**src/rtl/spi_rx_deserializer_pkg.sv**
```systemverilog
// Definitions shared by the SPI master's transmit and receive shift chains.
// Both directions must agree on the frame length through SPI_WIDTH.
package spi_rx_deserializer_pkg;

    typedef enum logic {
        ST_IDLE  = 1'b0,
        ST_SHIFT = 1'b1
    } spi_state_t;

    localparam int SPI_WIDTH = 8;

endpackage

```
**src/rtl/spi_rx_deserializer_serial_to_par_cell.sv**
```systemverilog
// One storage bit of the receive shift chain; either loads its shift input
// or clears, and only when enabled.
module serial_to_par_cell (
    input  logic clk_in,
    input  logic rst_in,
    input  logic en_in,
    input  logic clr_in,
    input  logic d_in,
    output logic q_out
);

    // storage bit: clear takes priority over shift-in when enabled
    always_ff @(posedge clk_in or posedge rst_in) begin
        if (rst_in) begin
            q_out <= 1'b0;
        end else if (en_in) begin
            q_out <= clr_in ? 1'b0 : d_in;
        end
    end

endmodule

```
**src/rtl/spi_rx_deserializer.sv**
```systemverilog
// SPI master receive path: assembles WIDTH-bit words from MISO on sample
// strobes and hands them out through a valid/ready holding register.
module spi_rx_deserializer
    import spi_rx_deserializer_pkg::*;
#(
    parameter int WIDTH     = SPI_WIDTH,
    parameter bit MSB_FIRST = 1'b1
) (
    input  logic             clk_in,
    input  logic             rst_in,
    input  logic             start_in,
    input  logic             sample_in,
    input  logic             miso_in,
    input  logic             ready_in,
    input  logic             clear_in,
    output logic [WIDTH-1:0] data_out,
    output logic             valid_out,
    output logic             busy_out,
    output logic             done_out,
    output logic             overrun_out
);

    localparam int CNT_W = $clog2(WIDTH);
    localparam logic [CNT_W-1:0] LAST_CNT = CNT_W'(WIDTH - 1);

    spi_state_t       state_r;
    spi_state_t       state_nxt_s;
    logic [CNT_W-1:0] bit_cnt_r;
    logic [WIDTH-1:0] shift_q_s;
    logic [WIDTH-1:0] shift_nxt_s;
    logic [WIDTH-1:0] data_r;
    logic             valid_r;
    logic             done_r;
    logic             overrun_r;
    logic             frame_start_s;
    logic             shift_en_s;
    logic             complete_s;
    logic             cell_en_s;
    logic             drop_s;

    // frame control strobes derived from the current state
    always_comb begin
        frame_start_s = 1'b0;
        shift_en_s    = 1'b0;
        if (state_r == ST_IDLE) begin
            frame_start_s = start_in;
        end else begin
            shift_en_s = sample_in;
        end
        complete_s = shift_en_s && (bit_cnt_r == LAST_CNT);
        cell_en_s  = frame_start_s || shift_en_s;
        drop_s     = complete_s && valid_r && !ready_in;
    end

    // next contents of the chain: new bit enters at the end opposite the shift direction
    always_comb begin
        shift_nxt_s = shift_q_s;
        if (MSB_FIRST) begin
            shift_nxt_s = {shift_q_s[WIDTH-2:0], miso_in};
        end else begin
            shift_nxt_s = {miso_in, shift_q_s[WIDTH-1:1]};
        end
    end

    for (genvar i = 0; i < WIDTH; i++) begin : g_cell
        serial_to_par_cell u_cell (
            .clk_in (clk_in),
            .rst_in (rst_in),
            .en_in  (cell_en_s),
            .clr_in (frame_start_s),
            .d_in   (shift_nxt_s[i]),
            .q_out  (shift_q_s[i])
        );
    end

    // next-state logic; start is ignored once a frame is running
    always_comb begin
        state_nxt_s = state_r;
        case (state_r)
            ST_IDLE: begin
                if (start_in) begin
                    state_nxt_s = ST_SHIFT;
                end else begin
                    state_nxt_s = ST_IDLE;
                end
            end
            ST_SHIFT: begin
                if (complete_s) begin
                    state_nxt_s = ST_IDLE;
                end else begin
                    state_nxt_s = ST_SHIFT;
                end
            end
            default: state_nxt_s = ST_IDLE;
        endcase
    end

    // state register
    always_ff @(posedge clk_in or posedge rst_in) begin
        if (rst_in) begin
            state_r <= ST_IDLE;
        end else begin
            state_r <= state_nxt_s;
        end
    end

    // bit counter, reset at frame start and after the last bit
    always_ff @(posedge clk_in or posedge rst_in) begin
        if (rst_in) begin
            bit_cnt_r <= {CNT_W{1'b0}};
        end else if (frame_start_s || complete_s) begin
            bit_cnt_r <= {CNT_W{1'b0}};
        end else if (shift_en_s) begin
            bit_cnt_r <= bit_cnt_r + CNT_W'(1);
        end
    end

    // output holding register; a completed word is dropped only if the old one is still unclaimed
    always_ff @(posedge clk_in or posedge rst_in) begin
        if (rst_in) begin
            data_r    <= {WIDTH{1'b0}};
            valid_r   <= 1'b0;
            done_r    <= 1'b0;
            overrun_r <= 1'b0;
        end else begin
            done_r <= complete_s;
            if (complete_s && !drop_s) begin
                data_r  <= shift_nxt_s;
                valid_r <= 1'b1;
            end else if (valid_r && ready_in) begin
                valid_r <= 1'b0;
            end
            if (drop_s) begin
                overrun_r <= 1'b1;
            end else if (clear_in) begin
                overrun_r <= 1'b0;
            end
        end
    end

    assign data_out    = data_r;
    assign valid_out   = valid_r;
    assign busy_out    = (state_r == ST_SHIFT);
    assign done_out    = done_r;
    assign overrun_out = overrun_r;

endmodule

```
**config.mk**
```make
export PLATFORM = sky130hd
export DESIGN_NAME = spi_rx_deserializer
export DESIGN_NICKNAME = d
export VERILOG_FILES = /design/src/rtl/spi_rx_deserializer_pkg.sv /design/src/rtl/spi_rx_deserializer_serial_to_par_cell.sv /design/src/rtl/spi_rx_deserializer.sv
export SDC_FILE = /design/constraint.sdc
export NUM_CORES = 1
export LEC_CHECK = 0
export ABC_CLOCK_PERIOD_IN_PS = 2000
export CAP_MARGIN = 30
export CORE_MARGIN = 2
export CORE_UTILIZATION = 35
export CTS_CLUSTER_SIZE = 14
export DETAILED_ROUTE_END_ITERATION = 8
export PLACE_DENSITY = 0.56
export SLEW_MARGIN = 20
export SYNTH_ARGS = -nofsm -noshare
export SYNTH_HDL_FRONTEND = slang
export SYNTH_HIERARCHICAL = 1
export SYNTH_SLANG_ARGS = --single-unit
```
**constraint.sdc**
```tcl
create_clock -name clk_in -period 2 [get_ports clk_in]
set_clock_uncertainty 0.05 [all_clocks]
set_input_delay 0.4 -clock clk_in [delete_from_list [all_inputs] [get_ports clk_in]]
set_output_delay 0.4 -clock clk_in [all_outputs]
set_load 0.1 [all_outputs]
```
Word level (Yosys, flattened, before mapping)

Cells that the tools add are included.
Widths: inputs -> output; s select.

Register bits: 22
Output and inout port bits: 12
Word-level logic and storage cells: 46

Add/sub/neg operators: 1
Equal/unequal tests: 1
Muxes and demuxes: 18
Bitwise logic cells: 1
Reduce and logical (&&, ||, !) cells: 12

Operator list:

| kind                | count |
|---|---|
| $mux 1              | 15 |
| $mux 3              | 2 |
| $reduce_bool 2->1   | 3 |
| $logic_and 1x1->1   | 5 |
| $add 3x1->3 const B | 1 |
| $eq 3x3->1 const B  | 1 |
| $logic_not 1->1     | 2 |
| $logic_or 1x1->1    | 2 |
| $pmux 1 s2          | 1 |
| $not 1->1           | 1 |

Depth between registers and ports, before layout

Word-level depth: 7
Depth in mapped cells: 6

Hierarchy

The synthesis kept the hierarchy.

By module, submodules not included:

| module              | instances | cells each | area an instance (um2) |
|---|---|---|---|
| spi_rx_deserializer | 1         | 48         | 704.4 |
| serial_to_par_cell  | 7         | 5          | 42.5 |

Least setup slack after synthesis

OpenSTA, ideal clock, no wires.

Kind: register -> register
Start point: register state_r (netlist: busy_out)
End point: register g_cell[0].u_cell.q_out
Library setup time: 133 ps
Arrival time: 1801 ps
Data required time: 1817 ps
Setup slack: 16 ps
Cell stages (with the launch flop): 6
Buffers on the path: 1
Clock period less this slack: 1984 ps
Cells stage by stage: dfrtp_1 buf_6 and2b_1 a21o_1 nand2_1 o22ai_1

Cells in the longest elaborated chain, start to end: 2
Elaborated cells on any way between the ends: 4
Those cells by class: 3 x mux; 1 x reduce/logical

RTL lines:

| element                 | line                                         | source |
|---|---|---|
| start, declared         | spi_rx_deserializer.sv:26                    | `spi_state_t state_r;` |
| start signal, assigned  | spi_rx_deserializer.sv:103                   | `state_r <= state_nxt_s;` |
| $mux 1                  | spi_rx_deserializer.sv:45                    | `if (state_r == ST_IDLE) begin` |
| named net frame_start_s | spi_rx_deserializer.sv:35                    | `logic frame_start_s;` |
| $logic_or 1x1->1        | spi_rx_deserializer.sv:51                    | `cell_en_s = frame_start_s \|\| shift_en_s;` |
| named net cell_en_s     | spi_rx_deserializer.sv:38                    | `logic cell_en_s;` |
| end signal, assigned    | spi_rx_deserializer_serial_to_par_cell.sv:17 | `q_out <= clr_in ? 1'b0 : d_in;` |
| end, declared           | spi_rx_deserializer_serial_to_par_cell.sv:9  | `output logic q_out` |

The timed path passes the listed nets, and every way through them passes these cells.
A chain may end at the register's enable or synchronous reset.

Final worst setup path

Start point: register bit_cnt_r[0]
End point: register data_r[4] (netlist: data_out[4])

Cells in the longest elaborated chain, start to end: 6

RTL lines:

| element                        | line                       | source |
|---|---|---|
| start, declared                | spi_rx_deserializer.sv:28  | `logic [CNT_W-1:0] bit_cnt_r;` |
| start signal, assigned         | spi_rx_deserializer.sv:110 | `bit_cnt_r <= {CNT_W{1'b0}};` |
| start signal, assigned         | spi_rx_deserializer.sv:112 | `bit_cnt_r <= {CNT_W{1'b0}};` |
| start signal, assigned         | spi_rx_deserializer.sv:114 | `bit_cnt_r <= bit_cnt_r + CNT_W'(1);` |
| $eq 3x3->1 (*)                 | spi_rx_deserializer.sv:50  | `complete_s = shift_en_s && (bit_cnt_r == LAST_CNT);` |
| $logic_and 1x1->1 (*)          | spi_rx_deserializer.sv:50  |  |
| $logic_and 1x1->1 (2 in a row) | spi_rx_deserializer.sv:52  | `drop_s = complete_s && valid_r && !ready_in;` |
| $logic_not 1->1                | spi_rx_deserializer.sv:127 | `if (complete_s && !drop_s) begin` |
| $logic_and 1x1->1 (*)          | spi_rx_deserializer.sv:127 |  |
| end signal, assigned           | spi_rx_deserializer.sv:121 | `data_r <= {WIDTH{1'b0}};` |
| end signal, assigned           | spi_rx_deserializer.sv:128 | `data_r <= shift_nxt_s;` |
| end, declared                  | spi_rx_deserializer.sv:31  | `logic [WIDTH-1:0] data_r;` |

Every way passes the cells marked *; elsewhere a longest branch is shown, timed or not.

==> run_results.csv <==
group,metric,value,unit
route,vias,619,
setup_path,rrSetupSlack,310,ps
timing,setup_viol_count_final,0,
floorplan,start_util,0.367,
timing,rsz0062_at_grt,"no",
timing,fin_crit_sh,0.845,
clock_network,cts_root_buf,"clkbuf_4",
floorplan,core_area,2730,sq um
setup_path,crit_required,2150,ps
setup_path,critPathMaxFanout,8,
setup_path,timing.rr.end,"data_out[4]",
global_route,grt_pass1_vias,636,
job,drv_cap,0,
timing,final_max_slew_viol_count,0,
floorplan,die_w,57.5,um
clock_network,cts_buffers,3,
place,place_inst,131,
setup_path,r2r_start,"bit_cnt_r[0]",
global_route,antenna_found_initial,0,
clock_network,clkTransAtPathRegs,120,ps
finish,finalNetCount,114,
setup_path,arrival,1830,ps
finish,fillers,252,
synthesis,synth_seq_cells,22,
floorplan,rows,19,
synthesis,synth_nets,92,
synthesis,yosys_warnings,6,
timing,fin_hold_ws,361,ps
clock_network,clock_sinks,22,
power,cellLeakagePower,0.639,nW
global_route,grt_max_degree,16,
setup_path,crit_chain,"ha_1 > ha_1 > nand3_4 > nor2b_4 > mux2_4",
setup_path,cp_common_cell,"ha_1",
synthesis,yosysUniqueCellTypes,17,
route,wl,1650,um
route,drt_pass1_iterations,4,
finish,final_area,1200,sq um
timing,slew_headroom,0.619,
min_path,worstHoldPathType,"input port to async pin",
floorplan,dieArea,3310,sq um
setup_path,reg2regPathDepth,5,
global_route,grt_overflow,0,
floorplan,io_pins,19,
global_route,grt_pass1_wl,2840,um
finish,layout-drive-gt1-share,0.252,
timing,tightestPinTransition,572,ps
place,place_congestion,0.694,
place,placed_area,1180,sq um
setup_path,slowest_stage,"dfrtp_1",
finish,mostFrequentLayoutCell,"dfrtp_1",
finish,fin_util,0.440,
route,route.detailed.drc,0,
power,ir_worst_vdd,0.00122,V
place,port_buffers,18,
route,wl_per_cell,12.3,um
setup_path,crit_type,"flip-flop to flip-flop",
synthesis,synth_area_per_cell,12.1,sq um
clock_network,htree_levels,1,
setup_path,crit_family,"simple AND/OR/NAND/NOR gates",
finish,antennaDiodeCount,0,
timing,maxClockFrequency,592,MHz
setup_path,critPathCaptureType,"flip-flop",
synthesis,ys_seq_area_frac,0.549,
clock_network,cts_hold_buf,0,
route,via_per_inst,4.62,
finish,instances_no_fill,134,
synthesis,netlist_instances,83,
route,drt_iter0_markers,17,
finish,syn2layout_area_growth,20.0,%
setup_path,cp-start-kind,"flip-flop",
synthesis,synth_area,1000,sq um
outcome,run_status,"finished clean",
floorplan,die_h,57.5,um
timing,final-hold-violation-count,0,
setup_path,cpPeakStageDelay,400,ps
timing,period_minus_slack,1690,ps
power,p_per_area,1630,nW/um^2
route,final_antenna_net_count,0,
clock_network,insertion_delay,300,ps
timing,fin_setup_tns,0,ps
clock_network,cts_setup_buffers,0,
clock_network,cts_repair_resize_count,0,
finish,mostFrequentLayoutCells,"dfrtp_1, inv_1, buf_4",
place,dp_hpwl,1220,um
clock_network,cts_max_path_buffers,2,
global_route,grtUsageTotal,0.112,
setup_path,path_buf_inv,0,
clock_network,cts_tree,"yes",
area by class of cell:
type	instances	area [sq um]	share of cell area
flip-flops and latches	22	551	0.458
multi-input cells	41	353	0.293
repair buffers	19	170	0.142
inverters	18	67.6	0.0562
well taps	31	38.8	0.0323
clock buffers	3	22.5	0.0187
worst max path at each step:
stage	start	end	slack, ps	depth (start not counted)
detailed placement	sample_in	data_out[3]	70	4
finish	bit_cnt_r[0]	data_out[4]	310	5
global placement	sample_in	data_out[0]	90	4
CTS	bit_cnt_r[0]	data_out[4]	290	5
floorplan	busy_out	g_cell[0].u_cell/q_out	20	5
global route	bit_cnt_r[0]	data_out[4]	220	5
cells by family after synthesis:
group / synth area share
AO/OA/AOI/OAI: 0.0924
flip-flops: 0.549
multiplexers: 0.140
AND/OR/NAND/NOR: 0.0949
buffers and inverters: 0.0986
adder cells (fa/ha/maj): 0.0250
through the flow:
step	setup WS [ps]	power [W]
finish	311	0.00196
global route	218	0.00207
CTS	294	0.00198
detailed placement	68.7	0.00178
global placement	91.7	0.00177
floorplan	16.1	0.00157
report_power, final:
group	switching (W)	internal [W]	leakage, nW	total, W
clock network	0.000126	0.0000702	0.0138	0.000196
logic	0.000730	0.000315	0.342	0.00105
registers	0.000119	0.000602	0.283	0.000721
per-layer routing:
metal  track usage  share of wire  up-vias
li1              -              -      316
met1         0.156           0.51      286
met2         0.172           0.43       13
met3        0.0181          0.042        4
met4        0.0498          0.018        0
met5             0              0        -
sequential cells by signal, summed over array words and instances (netlist names):
register	flops
bit_cnt_r	3
busy_out	1
data_out	8
done_out	1
g_cell.u_cell/q_out	7
overrun_out	1
valid_out	1
cells in the mapped netlist:
cell type | count | area [sq um]
dfrtp_1 | 22 | 551
inv_1 | 18 | 67.6
mux2_4 | 8 | 120
nand2_1 | 8 | 30.0
o22ai_1 | 8 | 50.1
a22o_1 | 4 | 35.0
ha_1 | 2 | 25.0
mux2i_1 | 2 | 20.0
nand2b_1 | 2 | 12.5
nor2_1 | 2 | 7.51
a21o_1 | 1 | 7.51
and2b_1 | 1 | 7.51
buf_12 | 1 | 20.0
buf_6 | 1 | 11.3
nand3_4 | 1 | 17.5
nor2b_1 | 1 | 6.26
nor2b_4 | 1 | 13.8
Power figures use the tool's default switching activity.
